[config.mk]
export PLATFORM = sky130hd
export DESIGN_NAME = uart_tx_arbiter_flat
export DESIGN_NICKNAME = d
export VERILOG_FILES = /design/src/rtl/uart_tx_arbiter_if.sv /design/src/rtl/uart_tx_arbiter.sv /design/src/flat_wrapper.sv
export SDC_FILE = /design/constraint.sdc
export NUM_CORES = 1
export LEC_CHECK = 0
export BUFFER_PORTS_ARGS = -buffer_cell sky130_fd_sc_hd__buf_4
export CAP_MARGIN = 20
export CORE_AREA = 2 2 79 96
export DETAILED_ROUTE_END_ITERATION = 8
export DIE_AREA = 0 0 81 98
export PLACE_DENSITY = 0.56
export SYNTH_ARGS = -nofsm -noshare
export SYNTH_HDL_FRONTEND = slang
export SYNTH_SLANG_ARGS = --single-unit
[constraint.sdc]
create_clock -name i_clk -period 5.83 [get_ports i_clk]
set_clock_uncertainty 0.15 [all_clocks]
set_input_delay 0 -clock i_clk [delete_from_list [all_inputs] [get_ports i_clk]]
set_output_delay 0 -clock i_clk [all_outputs]
set_load 0.02 [all_outputs]
[src/rtl/uart_tx_arbiter_if.sv]
// Byte-stream bus shared by two requesters, the arbiter and the UART transmit port.
// The stat_bytes* signals exist only when UART_ARB_STATS_EN is defined.
interface uart_tx_arbiter_if;
    localparam int unsigned N_REQ  = 2;
    localparam int unsigned BYTE_W = 8;
    localparam int unsigned STAT_W = 16;

    logic [N_REQ-1:0]        req_valid;
    logic [N_REQ*BYTE_W-1:0] req_data;
    logic [N_REQ-1:0]        req_last;
    logic [N_REQ-1:0]        req_ready;
    logic [N_REQ-1:0]        grant;
    logic [BYTE_W-1:0]       uart_tx_data;
    logic                    uart_tx_wr;
    logic                    uart_tx_busy;
`ifdef UART_ARB_STATS_EN
    logic [STAT_W-1:0]       stat_bytes0;
    logic [STAT_W-1:0]       stat_bytes1;

    // Environment side: requesters plus the UART busy flag
    modport master (
        output req_valid, req_data, req_last, uart_tx_busy,
        input  req_ready, grant, uart_tx_data, uart_tx_wr, stat_bytes0, stat_bytes1
    );

    // Arbiter side
    modport slave (
        input  req_valid, req_data, req_last, uart_tx_busy,
        output req_ready, grant, uart_tx_data, uart_tx_wr, stat_bytes0, stat_bytes1
    );
`else
    // Environment side: requesters plus the UART busy flag
    modport master (
        output req_valid, req_data, req_last, uart_tx_busy,
        input  req_ready, grant, uart_tx_data, uart_tx_wr
    );

    // Arbiter side
    modport slave (
        input  req_valid, req_data, req_last, uart_tx_busy,
        output req_ready, grant, uart_tx_data, uart_tx_wr
    );
`endif
endinterface

[src/rtl/uart_tx_arbiter.sv]
// Round-robin, message-granular arbiter sharing one UART transmit port between two requesters.
// Define UART_ARB_STATS_EN to add saturating per-requester byte counters.
module uart_tx_arbiter #(
    parameter int unsigned MAX_BURST    = 16,
    parameter int unsigned IDLE_TIMEOUT = 64
) (
    input  logic             i_clk,
    input  logic             i_rst,
    uart_tx_arbiter_if.slave bus
);
    localparam int unsigned N_REQ   = 2;
    localparam int unsigned BYTE_W  = 8;
    localparam int unsigned BURST_W = 8;
    localparam int unsigned IDLE_W  = 16;

    typedef enum logic [2:0] {
        S_IDLE  = 3'd0,
        S_LOAD  = 3'd1,
        S_SEND  = 3'd2,
        S_GUARD = 3'd3,
        S_DRAIN = 3'd4
    } state_t;

    state_t             r_state,     w_state_nxt;
    logic [N_REQ-1:0]   r_grant,     w_grant_nxt;
    logic               r_rr_ptr,    w_rr_ptr_nxt;
    logic [BURST_W-1:0] r_burst_cnt, w_burst_cnt_nxt;
    logic [IDLE_W-1:0]  r_idle_cnt,  w_idle_cnt_nxt;
    logic               r_last_f,    w_last_f_nxt;
    logic [BYTE_W-1:0]  r_tx_data,   w_tx_data_nxt;
    logic               r_tx_wr,     w_tx_wr_nxt;
    logic [N_REQ-1:0]   w_req_ready;

    logic               w_gidx;
    logic               w_gvalid;
    logic               w_glast;
    logic [BYTE_W-1:0]  w_gdata;
    logic               w_winner;

    // Current owner's stream, selected by the one-hot grant
    assign w_gidx   = r_grant[1];
    assign w_gvalid = bus.req_valid[w_gidx];
    assign w_glast  = bus.req_last[w_gidx];
    assign w_gdata  = w_gidx ? bus.req_data[2*BYTE_W-1:BYTE_W] : bus.req_data[BYTE_W-1:0];

    // A lone requester wins outright; on a tie the round-robin pointer decides
    assign w_winner = (bus.req_valid == 2'b10) ? 1'b1 :
                      (bus.req_valid == 2'b01) ? 1'b0 : r_rr_ptr;

    always_comb begin
        w_state_nxt     = r_state;
        w_grant_nxt     = r_grant;
        w_rr_ptr_nxt    = r_rr_ptr;
        w_burst_cnt_nxt = r_burst_cnt;
        w_idle_cnt_nxt  = r_idle_cnt;
        w_last_f_nxt    = r_last_f;
        w_tx_data_nxt   = r_tx_data;
        w_tx_wr_nxt     = 1'b0;
        w_req_ready     = '0;

        unique case (r_state)
            S_IDLE: begin
                if (|bus.req_valid) begin
                    w_grant_nxt     = w_winner ? 2'b10 : 2'b01;
                    w_rr_ptr_nxt    = ~w_winner;
                    w_burst_cnt_nxt = '0;
                    w_idle_cnt_nxt  = '0;
                    w_state_nxt     = S_LOAD;
                end
            end
            S_LOAD: begin
                if (w_gvalid && !bus.uart_tx_busy) begin
                    w_req_ready    = r_grant;
                    w_tx_data_nxt  = w_gdata;
                    w_last_f_nxt   = w_glast;
                    w_idle_cnt_nxt = '0;
                    w_tx_wr_nxt    = 1'b1;
                    w_state_nxt    = S_SEND;
                end else if (!w_gvalid) begin
                    // Stalled owner loses the grant once the idle budget is spent
                    if (r_idle_cnt == IDLE_W'(IDLE_TIMEOUT - 1)) begin
                        w_grant_nxt = '0;
                        w_state_nxt = S_IDLE;
                    end else begin
                        w_idle_cnt_nxt = r_idle_cnt + IDLE_W'(1);
                    end
                end
            end
            S_SEND: begin
                if (r_burst_cnt != '1) begin
                    w_burst_cnt_nxt = r_burst_cnt + BURST_W'(1);
                end
                w_state_nxt = S_GUARD;
            end
            S_GUARD: begin
                w_state_nxt = S_DRAIN;
            end
            S_DRAIN: begin
                if (!bus.uart_tx_busy) begin
                    if (r_last_f || (r_burst_cnt == BURST_W'(MAX_BURST))) begin
                        w_grant_nxt = '0;
                        w_state_nxt = S_IDLE;
                    end else begin
                        w_state_nxt = S_LOAD;
                    end
                end
            end
            default: begin
                w_grant_nxt = '0;
                w_state_nxt = S_IDLE;
            end
        endcase
    end

    always_ff @(posedge i_clk or negedge i_rst) begin
        if (!i_rst) begin
            r_state     <= S_IDLE;
            r_grant     <= '0;
            r_rr_ptr    <= 1'b0;
            r_burst_cnt <= '0;
            r_idle_cnt  <= '0;
            r_last_f    <= 1'b0;
            r_tx_data   <= '0;
            r_tx_wr     <= 1'b0;
        end else begin
            r_state     <= w_state_nxt;
            r_grant     <= w_grant_nxt;
            r_rr_ptr    <= w_rr_ptr_nxt;
            r_burst_cnt <= w_burst_cnt_nxt;
            r_idle_cnt  <= w_idle_cnt_nxt;
            r_last_f    <= w_last_f_nxt;
            r_tx_data   <= w_tx_data_nxt;
            r_tx_wr     <= w_tx_wr_nxt;
        end
    end

    assign bus.req_ready    = w_req_ready;
    assign bus.grant        = r_grant;
    assign bus.uart_tx_data = r_tx_data;
    assign bus.uart_tx_wr   = r_tx_wr;

`ifdef UART_ARB_STATS_EN
    localparam int unsigned STAT_W = 16;

    logic [STAT_W-1:0] r_stat0, w_stat0_nxt;
    logic [STAT_W-1:0] r_stat1, w_stat1_nxt;

    // Saturating count of strobed bytes per owner
    always_comb begin
        w_stat0_nxt = r_stat0;
        w_stat1_nxt = r_stat1;
        if (r_state == S_SEND) begin
            if (!w_gidx && (r_stat0 != '1)) w_stat0_nxt = r_stat0 + STAT_W'(1);
            if ( w_gidx && (r_stat1 != '1)) w_stat1_nxt = r_stat1 + STAT_W'(1);
        end
    end

    always_ff @(posedge i_clk or negedge i_rst) begin
        if (!i_rst) begin
            r_stat0 <= '0;
            r_stat1 <= '0;
        end else begin
            r_stat0 <= w_stat0_nxt;
            r_stat1 <= w_stat1_nxt;
        end
    end

    assign bus.stat_bytes0 = r_stat0;
    assign bus.stat_bytes1 = r_stat1;
`endif
endmodule

[src/flat_wrapper.sv]
// flat-port wrapper written by rule: the top's interface ports become plain ports
module uart_tx_arbiter_flat 
#(
    parameter int unsigned MAX_BURST    = 16,
    parameter int unsigned IDLE_TIMEOUT = 64
)
  (i_clk, i_rst, bus_req_valid, bus_req_data, bus_req_last, bus_uart_tx_busy, bus_req_ready, bus_grant, bus_uart_tx_data, bus_uart_tx_wr);
  uart_tx_arbiter_if bus_i ();
  input  logic i_clk;
  input  logic i_rst;
  input wire logic [$bits(bus_i.req_valid)-1:0] bus_req_valid;
  input wire logic [$bits(bus_i.req_data)-1:0] bus_req_data;
  input wire logic [$bits(bus_i.req_last)-1:0] bus_req_last;
  input wire logic [$bits(bus_i.uart_tx_busy)-1:0] bus_uart_tx_busy;
  output wire logic [$bits(bus_i.req_ready)-1:0] bus_req_ready;
  output wire logic [$bits(bus_i.grant)-1:0] bus_grant;
  output wire logic [$bits(bus_i.uart_tx_data)-1:0] bus_uart_tx_data;
  output wire logic [$bits(bus_i.uart_tx_wr)-1:0] bus_uart_tx_wr;
  assign bus_i.req_valid = bus_req_valid;
  assign bus_i.req_data = bus_req_data;
  assign bus_i.req_last = bus_req_last;
  assign bus_i.uart_tx_busy = bus_uart_tx_busy;
  assign bus_req_ready = bus_i.req_ready;
  assign bus_grant = bus_i.grant;
  assign bus_uart_tx_data = bus_i.uart_tx_data;
  assign bus_uart_tx_wr = bus_i.uart_tx_wr;
  uart_tx_arbiter #(.MAX_BURST(MAX_BURST), .IDLE_TIMEOUT(IDLE_TIMEOUT)) u_core (.i_clk(i_clk), .i_rst(i_rst), .bus(bus_i));
endmodule
After elaboration in Yosys (flattened, before gate mapping)

Cells that the tools add are included.

Register bits: 40
Input port bits: 23
Output and inout bits: 13

Add/subtract/negate cells: 2
$lt $le $gt $ge: 1
Eq/ne operators: 19
Multiplexer cells: 34
Bitwise logic cells: 2
Reductions and logical operators: 14

Operators by type and width:

| kind                  | number |
|---|---|
| $mux 16               | 4 |
| $pmux 16 s2           | 1 |
| $mux 8                | 3 |
| $mux 2                | 9 |
| $add 16x1->16 const B | 1 |
| $eq 16x6->1 const B   | 1 |
| $pmux 8 s2            | 1 |
| $mux 3                | 5 |
| $pmux 3 s5            | 1 |
| $mux 1                | 9 |
| $add 8x1->8 const B   | 1 |
| $eq 8x5->1 const B    | 1 |
| $ne 2x1->1 const B    | 4 |
| $ne 8x8->1 const B    | 1 |
| $pmux 2 s4            | 1 |
| $reduce_and 4->1      | 2 |
| $reduce_and 7->1      | 1 |
| $eq 3x2->1 const B    | 2 |
| $ne 2x2->1 const B    | 3 |
| $reduce_and 2->1      | 2 |
| $reduce_bool 2->1     | 2 |
| $reduce_or 2->1       | 2 |
| $eq 3x1->1 const B    | 1 |
| $eq 3x3->1 const B    | 1 |
| other kinds (12)      | 13 |

Longest topological paths before layout

Gate-level depths: netlist of the first run.

Word-level depth: 6
Gate-level depth with buffers: 7
Gate-level depth less buffers: 6

Worst setup path after synthesis of the first run

No wires, ideal clock.

Path kind: flip-flop to output port
Start point: register u_core.r_grant[1] (netlist: u_core.bus.grant[1])
End point: output port bus_req_ready[1]
Arrival: 1777 ps
Data required time: 5680 ps
Path slack: 3903 ps
Cell stages (with the launch flop): 4
Buffers on the path: 1
Cell sequence: dfrtp_1 buf_1 inv_1 nor4_1

Word-level cells in the longest chain between the ends: 5

Ends and longest elaborated chain:

| what                                       | line                   | RTL |
|---|---|---|
| start, declared                            | uart_tx_arbiter.sv:25  | `logic [N_REQ-1:0] r_grant, w_grant_nxt;` |
| start signal, assigned                     | uart_tx_arbiter.sv:127 | `r_grant <= w_grant_nxt;` |
| $mux 1 (implied by the code) (2 in series) | uart_tx_arbiter.sv:42  | `assign w_gvalid = bus.req_valid[w_gidx];` |
| $logic_and 1x1->1                          | uart_tx_arbiter.sv:72  | `if (w_gvalid && !bus.uart_tx_busy) begin` |
| $mux 2 (*)                                 | uart_tx_arbiter.sv:72  |  |
| $mux 2 (*)                                 | uart_tx_arbiter.sv:61  | `unique case (r_state)` |
| end, declared                              | flat_wrapper.sv:15     | `output wire logic [$bits(bus_i.req_ready)-1:0] bus_req_ready;` |

Every way passes the cells marked *; elsewhere a longest branch is shown, timed or not. The select of a mux whose other input is x is not followed.

Worst setup path after layout of the first run

Start point: register u_core.r_grant[1] (netlist: u_core.bus.grant[1])
End point: register u_core.r_idle_cnt[0]

Word-level cells in the longest chain between the ends: 5

Ends and longest elaborated chain:

| what                                                                    | line                   | RTL |
|---|---|---|
| $mux 1 (implied by the code) (*) (2 in series)                          | uart_tx_arbiter.sv:42  |  |
| $logic_and 1x1->1                                                       | uart_tx_arbiter.sv:72  |  |
| $ne 3x3->1 (no source line) (tied with other cells)                     | --                     |  |
| $reduce_and 4->1 (no source line) / $pmux 16 s2 (equally long branches) | --                     |  |
| end signal, assigned                                                    | uart_tx_arbiter.sv:130 | `r_idle_cnt <= w_idle_cnt_nxt;` |
| end, declared                                                           | uart_tx_arbiter.sv:28  | `logic [IDLE_W-1:0] r_idle_cnt, w_idle_cnt_nxt;` |

Marks and branches as above.
A chain may end at the register's enable or synchronous reset.

==> impl_metrics.py, run 1 <==
metrics = {
    "yosys": {
        "synth_top_area_cell": "dfrtp_1",
        "synth_flop_cell": "dfrtp_1",
        "synth_seq_cells": 40,
        "async_flop_share_pct": 100,
        "yosysWarnings": 0,
        "synth_top_area_share_pct": 41.9,
        "syn_nets": 280,
        "synthDistinctLibCells": 62,
        "netlist_area_um2": 2390,
        "ys_top_cells_by_area": "dfrtp_1, a21oi_1, mux2i_1",
        "synth_edf_count": 0,
        "yosysSeqAreaShare_pct": 41.9,
        "syn_inst": 254,
        "syn_area_per_cell_um2": 9.40,
    },
    "drt": {
        "drc": 0,
        "routed_wl_um": 5940,
        "avgViaCountPerCell": 5.55,
        "firstDrtPassIters": 4,
        "vias": 2214,
        "drtIter0Drc": 150,
        "wl_per_cell_um": 14.9,
        "drtAntennaViolNets": 0,
    },
    "sta": {
        "finalHoldViolCount": 0,
        "tightest_slew_ns": 0.797,
        "period_minus_slack_ns": 2.67,
        "relSlewSlack_pct": 45.4,
        "setup_viol": 0,
        "max_freq_mhz": 375,
        "setup_tns_ns": 0,
        "slew_viol_final": 0,
        "period_share_pct": 45.7,
        "rsz0062_at_grt": "no",
        "holdWs_ns": 0.0652,
    },
    "layout": {
        "multiInputGateArea_um2": 1290,
        "nNetsFinal": 334,
        "fin_area_um2": 3050,
        "final_cells": 399,
        "diodes": 0,
        "nFillCells": 708,
        "seq_area_um2": 1000,
        "drive_gt1_share_pct": 19.1,
        "post-route-util_pct": 43.1,
        "area_growth_pct": 27.6,
    },
    "clocking": {
        "clockBufferDepth": 2,
        "ctsResizeCount": 0,
        "clkTransAtPathRegs_ns": 0.08,
        "h-tree-depth": 2,
        "tritoncts": "built",
        "postCtsSetupBuffers": 0,
        "ctsRootBufferMaster": "clkbuf_8",
        "cts.sink_count": 40,
        "clock_latency_ns": 0.29,
        "cts_buffers": 5,
    },
    "floorplan": {
        "coreArea_um2": 7060,
        "dieArea_um2": 7940,
        "die_y_um": 98,
        "fp-row-count": 34,
        "die_w_um": 81,
        "start_util_pct": 33.8,
        "io_pins": 36,
    },
    "pwr": {
        "p_leak_nw": 1.27,
        "peakVddDrop_mv": 0.175,
        "powerDensity_nw_per_um2": 419,
    },
    "job": {
        "drv_cap": 0,
    },
    "placed_design": {
        "place.gp.congestion": 0.780,
        "dpl-instance-area_um2": 2690,
        "port_buffers": 35,
        "placed_cells_incl_taps": 367,
        "place_hpwl_um": 4100,
    },
    "global_routing": {
        "grt_pass1_vias": 2098,
        "grt_pass1_wl_um": 10100,
        "grt.total_usage_pct": 15.9,
        "grt_max_degree": 41,
        "antenna_found_initial": 0,
        "grt-ovfl-total": 0,
    },
    "critical_path": {
        "slowest_delay_ns": 0.76,
        "cp.required_ns": 5.86,
        "critPathLaunchType": "register",
        "crit_chain": "mux2i_1, o221a_2, o21ai_1, mux2_2",
        "cp-end-kind": "register",
        "crit_buf_inv": 0,
        "path_class": "reg2reg",
        "crit_slowest_cell": "dfrtp_1",
        "worstPathArrival_ns": 2.70,
        "cp_max_fo": 13,
        "critical-path-top-delay-family": "multiplexers",
    },
    "hold_path": {
        "min_path_type": "in2async",
    },
    "run_status": {
        "status": "finished, final reports clean",
    },
}
cells by family after synthesis:
| group | Yosys count | synth area share (%) |
|---|---|---|
| AND/OR/NAND/NOR | 100 | 25.2 |
| AO/OA/AOI/OAI | 76 | 21.0 |
| flip-flops | 40 | 41.9 |
| buffers and inverters | 20 | 4.19 |
| multiplexers | 12 | 5.08 |
| XOR/XNOR | 3 | 1.10 |
| adder cells (fa/ha/maj) | 3 | 1.57 |
metal layers:
layer	vias up	GRT usage, %	wire, um
li1	1082	-	-
met1	1049	22.2	2740
met2	71	25.1	2790
met3	12	2.96	312
met4	0	4.69	105
met5	-	0	0
synthesized netlist by cell type, types with 2 or more instances:
cell type  number
nand2b_1        2
buf_6           2
or4_1           2
nor2_1         18
dfrtp_1        40
nor4_1          7
buf_2           8
nand3b_1        2
o21ai_0        15
a21oi_1        22
nor3_1          5
nand2_1        15
nor3b_1         2
nand4_1         8
mux2i_1        11
a21o_1          2
a22o_1          4
nor4b_1         2
o31ai_1         4
and4_1          4
o21ai_1         2
xor2_1          2
o22ai_1         3
and2_1          4
inv_1           8
and3_1          2
a32oi_1         2
a31oi_1         9
a311o_1         2
ha_1            3
nand3_1        10
or3_1           2
cell type report:
class / count / area share, %
Tap cell: 90 / 3.70
Multi-Input combinational cell: 194 / 42.2
Clock inverter: 3 / 1.40
Timing Repair Buffer: 59 / 16.6
Inverter: 8 / 0.986
Sequential cell: 40 / 32.9
Clock buffer: 5 / 2.26
final timing paths:
kind	startpoint	endpoint	slack [ns]	cells after the start
worst max-delay path	u_core.bus.grant[1]$_DFFE_PN0P_	u_core.r_idle_cnt[0]$_DFFE_PN0P_	3.16	4
worst min-delay path	i_rst	u_core.bus.uart_tx_data[5]$_DFFE_PN0P_	0.07	2
worst max register to register	u_core.bus.grant[1]$_DFFE_PN0P_	u_core.r_idle_cnt[0]$_DFFE_PN0P_	3.16	4
worst min register to register	u_core.bus.uart_tx_data[0]$_DFFE_PN0P_	u_core.bus.uart_tx_data[0]$_DFFE_PN0P_	0.39	2
max in group asynchronous	i_rst	u_core.r_state[2]$_DFFE_PN0P_	5.11	2
min in group i_clk	u_core.bus.uart_tx_data[0]$_DFFE_PN0P_	u_core.bus.uart_tx_data[0]$_DFFE_PN0P_	0.39	2
stage by stage:
stage               worst slack (ns)  total power [mW]
CTS                             3.16              1.28
global placement                3.22              1.01
global route                    2.96              1.39
detailed placement              3.16              1.01
floorplan                       3.90             0.844
finish                          3.16              1.28
flip-flops by register name, indices dropped and copies added, names as in the netlist:
| name | cells |
|---|---|
| u_core.r_idle_cnt | 16 |
| u_core.bus.uart_tx_data | 8 |
| u_core.r_burst_cnt | 8 |
| u_core.r_state | 3 |
| u_core.bus.grant | 2 |
| u_core.bus.uart_tx_wr | 1 |
| u_core.r_last_f | 1 |
| u_core.r_rr_ptr | 1 |
worst register-to-register path: cells and delay by family (launching register included):
| family | cells | cell delay (ns) |
|---|---|---|
| mux | 2 | 1.07 |
| flops | 1 | 0.76 |
| compound gates | 2 | 0.58 |
where the power goes:
group | total [mW] | leakage (nW) | internal [mW] | switching [mW]
clock network | 0.225 | 0.0541 | 0.127 | 0.0985
registers | 0.457 | 0.517 | 0.350 | 0.106
logic | 0.596 | 0.697 | 0.264 | 0.331
layout by cell type (no fill, tap or decap), types with 3 or more instances in the layout:
cell type,instances
dlygate4sd3_1,23
o31ai_1,4
a31oi_1,9
and2_1,4
clkbuf_8,5
buf_4,35
a22o_1,4
nor3_1,5
dfrtp_1,40
nor2_1,18
and4_1,4
a21oi_1,22
mux2i_1,11
nand4_1,8
ha_1,3
inv_1,8
nand2_1,15
nor4_1,7
o21ai_0,15
o22ai_1,3
nand3_1,10
what timing repair did:
action | in CTS | in global routing
endpoints found under the setup margin | 0 | 0
hold endpoints to repair | 55 | 0
hold buffers | 23 | 0
Power figures use the tool's default switching activity.
==> inputs of run 2 (changes only) <==
Settings changed: ABC_AREA set to 1, CORE_AREA 2 2 79 96 to 2 2 78 95, DIE_AREA 0 0 81 98 to 0 0 80 97, PLACE_DENSITY 0.56 to 0.57.
Clock period 5.83 ns to 2.7 ns, I/O delays scaled along.
==> run 2 against run 1 <==
Synthesized cell count is 28% higher; flip-flop and latch count did not move; power rose by 100%; worst setup slack worse by 2.8 ns; largest cell class unchanged; non-clock buffer count up 2; critical path depth increased by 5; final cell count is 19% higher; global-route usage down 0.54 points.
==> impl_metrics.py, run 2 <==
metrics = {
    "floorplan": {
        "dieArea_um2": 7760,
        "io_pins": 36,
        "die_w_um": 80,
        "fp-row-count": 33,
        "die_y_um": 97,
        "start_util_pct": 34.5,
        "coreArea_um2": 6770,
    },
    "drt": {
        "wl_per_cell_um": 11.2,
        "vias": 2191,
        "routed_wl_um": 5330,
        "drc": 0,
        "firstDrtPassIters": 4,
        "drtIter0Drc": 75,
        "drtAntennaViolNets": 0,
        "avgViaCountPerCell": 4.60,
    },
    "critical_path": {
        "cp.required_ns": 2.79,
        "cp-end-kind": "register",
        "startpoint": "u_core.bus.grant[1]$_DFFE_PN0P_",
        "path_class": "reg2reg",
        "cp_max_fo": 15,
        "critPathLaunchType": "register",
        "worstPathArrival_ns": 2.47,
        "reg2reg_from": "u_core.bus.grant[1]$_DFFE_PN0P_",
    },
    "pwr": {
        "peakVddDrop_mv": 0.477,
        "net-switching-power_mw": 1.07,
        "comb_power_share_pct": 48.0,
        "sw_frac_of_total_pct": 41.2,
        "pwr-share-clk_pct": 19.0,
        "fin_total_pwr_mw": 2.59,
        "powerDensity_nw_per_um2": 850,
        "seqPwrFrac_pct": 33.0,
        "p_leak_nw": 1.50,
        "p_int_mw": 1.52,
    },
    "global_routing": {
        "grt_max_degree": 41,
        "antenna_found_initial": 0,
        "grt_pass1_wl_um": 9730,
        "grt_pass1_vias": 2220,
        "grt-ovfl-total": 0,
        "grt.total_usage_pct": 15.4,
    },
    "yosys": {
        "synth_common_cells": "nand2_1, nor2_1, dfrtp_1",
        "syn_inst": 326,
        "synth_edf_count": 0,
        "muxShareOfSynthArea_pct": 0,
        "yosysSeqAreaShare_pct": 42.8,
        "async_flop_share_pct": 100,
        "synth_seq_cells": 40,
        "synth_top_family_by_area": "simple AND/OR/NAND/NOR gates",
        "synth_top_area_cell": "dfrtp_1",
        "synth-simple-area-share_pct": 39.0,
        "synth_flop_cell": "dfrtp_1",
        "synth_top_area_share_pct": 42.8,
        "netlist_area_um2": 2340,
        "ys_top_cells_by_area": "dfrtp_1, nand2_1, nor2_1",
        "syn_nets": 352,
        "synth_compound_area_share_pct": 5.94,
        "syn_area_per_cell_um2": 7.17,
        "synth-adder-area-share_pct": 1.61,
        "post-synth-top-count-cell": "nand2_1",
        "synth_xor_area_share_pct": 4.87,
        "yosysWarnings": 0,
        "synthDistinctLibCells": 27,
    },
    "layout": {
        "area_growth_pct": 30.1,
        "final_common_cell": "nand2_1",
        "final_cells": 476,
        "final_cell_mix": "nand2_1, nor2_1, dfrtp_1, buf_4, dlygate4sd3_1",
        "nNetsFinal": 414,
        "diodes": 0,
        "seq_area_um2": 1000,
        "multiInputGateArea_um2": 1200,
        "drive_gt1_share_pct": 15.9,
        "nFillCells": 717,
        "top_register": "u_core.r_idle_cnt",
        "largest_reg_flops": 16,
    },
    "clocking": {
        "ctsRootBufferMaster": "clkbuf_8",
        "cts.sink_count": 40,
        "cts_buffers": 5,
        "tritoncts": "built",
        "postCtsSetupBuffers": 0,
        "clock_latency_ns": 0.30,
        "clockBufferDepth": 2,
        "clkTransAtPathRegs_ns": 0.08,
        "h-tree-depth": 2,
    },
    "sta": {
        "slew_viol_final": 0,
        "rsz0062_at_grt": "no",
        "setup_viol": 0,
        "max_freq_mhz": 421,
        "tightest_slew_ns": 0.534,
        "fin_ws_ns": 0.322,
        "relSlewSlack_pct": 64.4,
        "period_minus_slack_ns": 2.38,
        "setup_tns_ns": 0,
        "finalHoldViolCount": 0,
        "holdWs_ns": 0.0690,
        "period_share_pct": 88.1,
    },
    "hold_path": {
        "min_path_type": "in2async",
    },
    "placed_design": {
        "placed_cells_incl_taps": 445,
        "port_buffers": 35,
        "dpl_worst_slack_ns": 0.701,
        "place_hpwl_um": 3790,
        "place.gp.congestion": 0.827,
    },
    "run_status": {
        "status": "finished, final reports clean",
    },
    "job": {
        "drv_cap": 0,
    },
}
[run 2: layer usage]
layer	vias up	GRT usage, %	routed length, um
met5	-	0	0
met4	0	4.17	62
met3	6	3.36	171
met2	30	26.7	2670
met1	1001	19.0	2420
li1	1154	-	-
[run 2: area by class of cell]
| class | count | area share, % |
|---|---|---|
| Clock buffer | 6 | 2.39 |
| Clock inverter | 2 | 1.15 |
| Inverter | 27 | 3.46 |
| Multi-Input combinational cell | 253 | 39.6 |
| Sequential cell | 40 | 32.9 |
| Tap cell | 87 | 3.58 |
| Timing Repair Buffer | 61 | 16.9 |
[run 2: critical path, stage by stage (launching register included)]
cell           delay, ns
dfrtp_1             0.39
buf_4               0.21
nand2_1             0.07
nand2_1             0.09
nand2_1             0.16
nor2_2              0.24
buf_4               0.25
nor2_1              0.07
a31oi_1             0.13
dlygate4sd3_1       0.56
[run 2: worst paths after layout]
check                           cells past startpoint                                end  slack, ns
worst max-delay path                                9        u_core.r_last_f$_DFFE_PN0P_       0.32
worst min-delay path                                2   u_core.r_idle_cnt[0]$_DFFE_PN0P_       0.07
worst max register to register                      9        u_core.r_last_f$_DFFE_PN0P_       0.32
worst min register to register                      2    u_core.bus.grant[0]$_DFFE_PN0P_       0.36
max in group asynchronous                           2  u_core.r_idle_cnt[11]$_DFFE_PN0P_       1.96
min in group i_clk                                  2    u_core.bus.grant[0]$_DFFE_PN0P_       0.36
[run 2: cell families (layout without fill, tap and decap cells)]
kind of cell | after synthesis | after routing
DFF | 40 | 40
AOI/OAI and AO/OA | 25 | 25
xor gates and xnor gates | 13 | 13
and+or+nand+nor | 212 | 212
adders and majority gates | 3 | 3
buffers and inverters | 33 | 96
[run 2: per-stage QoR]
step	instance area, um2	util (%)
2_1_floorplan	2340	-
3_3_place_gp	2700	39.8
3_5_place_dp	2700	39.8
4_1_cts	3040	44.8
5_1_grt	3040	44.9
6_report	3040	44.9
[run 2: power by group through the flow]
stage / combinational, mW / sequential (mW) / clock [mW]
after global placement: 1.10 / 0.864 / 0
after CTS: 1.25 / 0.852 / 0.507
final: 1.24 / 0.853 / 0.491
after global routing: 1.40 / 0.876 / 0.529
after floorplan: 0.694 / 0.937 / 0
after detailed placement: 1.11 / 0.862 / 0
[run 2: what timing repair did]
| item | CTS | global route |
|---|---|---|
| hold buffers | 23 | 0 |
| resized for setup | 0 | 2 |
| endpoints found under the setup margin | 0 | 7 |
| endpoints found under the hold margin | 54 | 0 |
==> inputs of run 3 (changes only) <==
Settings changed: BUFFER_PORTS_ARGS -buffer_cell sky130_fd_sc_hd__buf_4 to -buffer_cell sky130_fd_sc_hd__buf_2.
==> run 3 against run 2 <==
Maximum frequency increased by 2.2%; sequential share of layout area grew 0.85 points; non-clock buffer count grew 2; flip-flop and latch count unchanged; critical path type unchanged; via count increased by 2.1%; count of clock-buffer cells in the layout is the same; largest power group unchanged; clock power down 1%.
==> impl_metrics.py, run 3 (synthesis gave the netlist of run 2 again) <==
metrics = {
    "critical_path": {
        "worstPathArrival_ns": 2.41,
        "path_class": "reg2reg",
        "reg2reg_from": "u_core.bus.grant[1]$_DFFE_PN0P_",
        "cp_max_fo": 13,
        "rrSetupSlack_ns": 0.37,
        "cp.required_ns": 2.78,
        "ff2ff_path_depth": 9,
        "cp-end-kind": "register",
        "critPathLaunchType": "register",
        "reg2reg_to": "u_core.r_last_f$_DFFE_PN0P_",
    },
    "clocking": {
        "ctsRootBufferMaster": "clkbuf_8",
        "clkTransAtPathRegs_ns": 0.08,
        "tritoncts": "built",
        "cts_buffers": 5,
        "postCtsSetupBuffers": 0,
        "h-tree-depth": 2,
        "clockBufferDepth": 2,
        "cts.sink_count": 40,
        "holdBufCountCts": 24,
        "clock_latency_ns": 0.29,
        "ctsResizeCount": 0,
    },
    "placed_design": {
        "place.gp.congestion": 0.867,
        "place_hpwl_um": 3820,
        "port_buffers": 35,
    },
    "global_routing": {
        "use_met2_pct": 28.7,
        "grt_max_degree": 41,
        "grt_pass1_wl_um": 10100,
        "grtUsageMet3_pct": 2.61,
        "grt-ovfl-total": 0,
        "grt_pass1_vias": 2362,
        "grt-busiest-layer": "met2",
        "grt_use_met1_pct": 18.6,
        "antenna_found_initial": 0,
        "grt.total_usage_pct": 15.7,
    },
    "sta": {
        "finalHoldViolCount": 0,
        "tightest_slew_ns": 0.913,
        "period_share_pct": 86.2,
        "relSlewSlack_pct": 39.1,
        "setup_viol": 0,
        "slew_viol_final": 0,
        "rsz0062_at_grt": "no",
        "setup_tns_ns": 0,
        "period_minus_slack_ns": 2.33,
        "max_freq_mhz": 430,
    },
    "layout": {
        "drive_gt1_share_pct": 15.6,
        "final_cell_mix": "nand2_1, nor2_1, dfrtp_1, buf_2, dlygate4sd3_1",
        "top_register": "u_core.r_idle_cnt",
        "post-route-util_pct": 43.8,
        "nFillCells": 716,
        "diodes": 0,
        "area_growth_pct": 26.9,
        "nNetsFinal": 416,
        "largest_reg_flops": 16,
        "final_common_cell": "nand2_1",
    },
    "hold_path": {
        "min_path_type": "in2async",
    },
    "drt": {
        "drtIter0Drc": 102,
        "routed_wl_um": 5460,
        "avgViaCountPerCell": 4.68,
        "firstDrtPassIters": 4,
        "drtAntennaViolNets": 0,
        "vias": 2237,
        "wl_per_cell_um": 11.4,
        "drc": 0,
    },
    "floorplan": {
        "start_util_pct": 34.5,
        "io_pins": 36,
        "fp-row-count": 33,
        "dieArea_um2": 7760,
        "die_y_um": 97,
        "coreArea_um2": 6770,
        "die_w_um": 80,
    },
    "pwr": {
        "p_leak_nw": 1.48,
        "powerDensity_nw_per_um2": 853,
        "peakVddDrop_mv": 0.559,
    },
    "job": {
        "drv_cap": 0,
    },
    "run_status": {
        "status": "finished, final reports clean",
    },
}
[run 3: changes by cell type in the layout (fill, tap and decap cells not counted)]
cell / change
clkinvlp_4: -1
inv_1: +1
buf_4: -34
buf_2: +35
dlygate4sd3_1: +1
nor2_1: +1
nor2_2: -1
[run 3: metrics by stage]
stage / instances / setup slack, ns / area [um2] / power [mW] / hold WS (ns)
floorplan: 326 / 1.04 / 2340 / 1.63 / -0.446
global placement: 446 / 0.864 / 2620 / 1.90 / 0.0395
detailed placement: 446 / 0.782 / 2620 / 1.91 / 0.0474
CTS: 478 / 0.361 / 2970 / 2.55 / 0.272
global route: 478 / 0.144 / 2970 / 2.75 / 0.326
finish: 478 / 0.374 / 2970 / 2.53 / 0.229
[run 3: routing by layer]
layer / part of all wire (%) / up-vias
met4: 1.2 / 0
li1: - / 1159
met3: 2.7 / 6
met5: 0 / -
met2: 53 / 37
met1: 43 / 1035
[run 3: critical path, cell delays in order, from the launching register on]
cell           delay, ns
dfrtp_1             0.38
inv_1               0.26
nand2_1             0.09
nand2_1             0.10
nand2_1             0.14
nor2_1              0.17
buf_4               0.21
nor2_1              0.05
a31oi_1             0.14
dlygate4sd3_1       0.57
[run 3: worst max-delay path by stage]
stage | startpoint | endpoint | cells after the start
after floorplan | u_core.bus.grant[1]$_DFFE_PN0P_ | u_core.r_idle_cnt[2]$_DFFE_PN0P_ | 11
after global placement | u_core.bus.grant[1]$_DFFE_PN0P_ | u_core.r_idle_cnt[3]$_DFFE_PN0P_ | 10
after detailed placement | u_core.bus.grant[1]$_DFFE_PN0P_ | u_core.r_idle_cnt[8]$_DFFE_PN0P_ | 10
after CTS | u_core.bus.grant[1]$_DFFE_PN0P_ | u_core.bus.uart_tx_data[0]$_DFFE_PN0P_ | 9
after global routing | u_core.bus.grant[1]$_DFFE_PN0P_ | u_core.r_last_f$_DFFE_PN0P_ | 9
final | u_core.bus.grant[1]$_DFFE_PN0P_ | u_core.r_last_f$_DFFE_PN0P_ | 9
[run 3: power breakdown]
| part | total, mW | switching [mW] | internal (mW) | leakage, nW |
|---|---|---|---|---|
| Sequential | 0.843 | 0.106 | 0.737 | 0.523 |
| Combinational | 1.20 | 0.730 | 0.471 | 0.904 |
| Clock | 0.484 | 0.210 | 0.274 | 0.0552 |
[run 3: layout make-up]
cell class	instances	area, um2	area share (%)
clock inverters	2	35.0	1.18
inverters	27	101	3.42
flip-flops and latches	40	1000	33.8
clock buffers	6	72.6	2.45
well taps	87	109	3.67
repair buffers	63	445	15.0
multi-input cells	253	1200	40.5
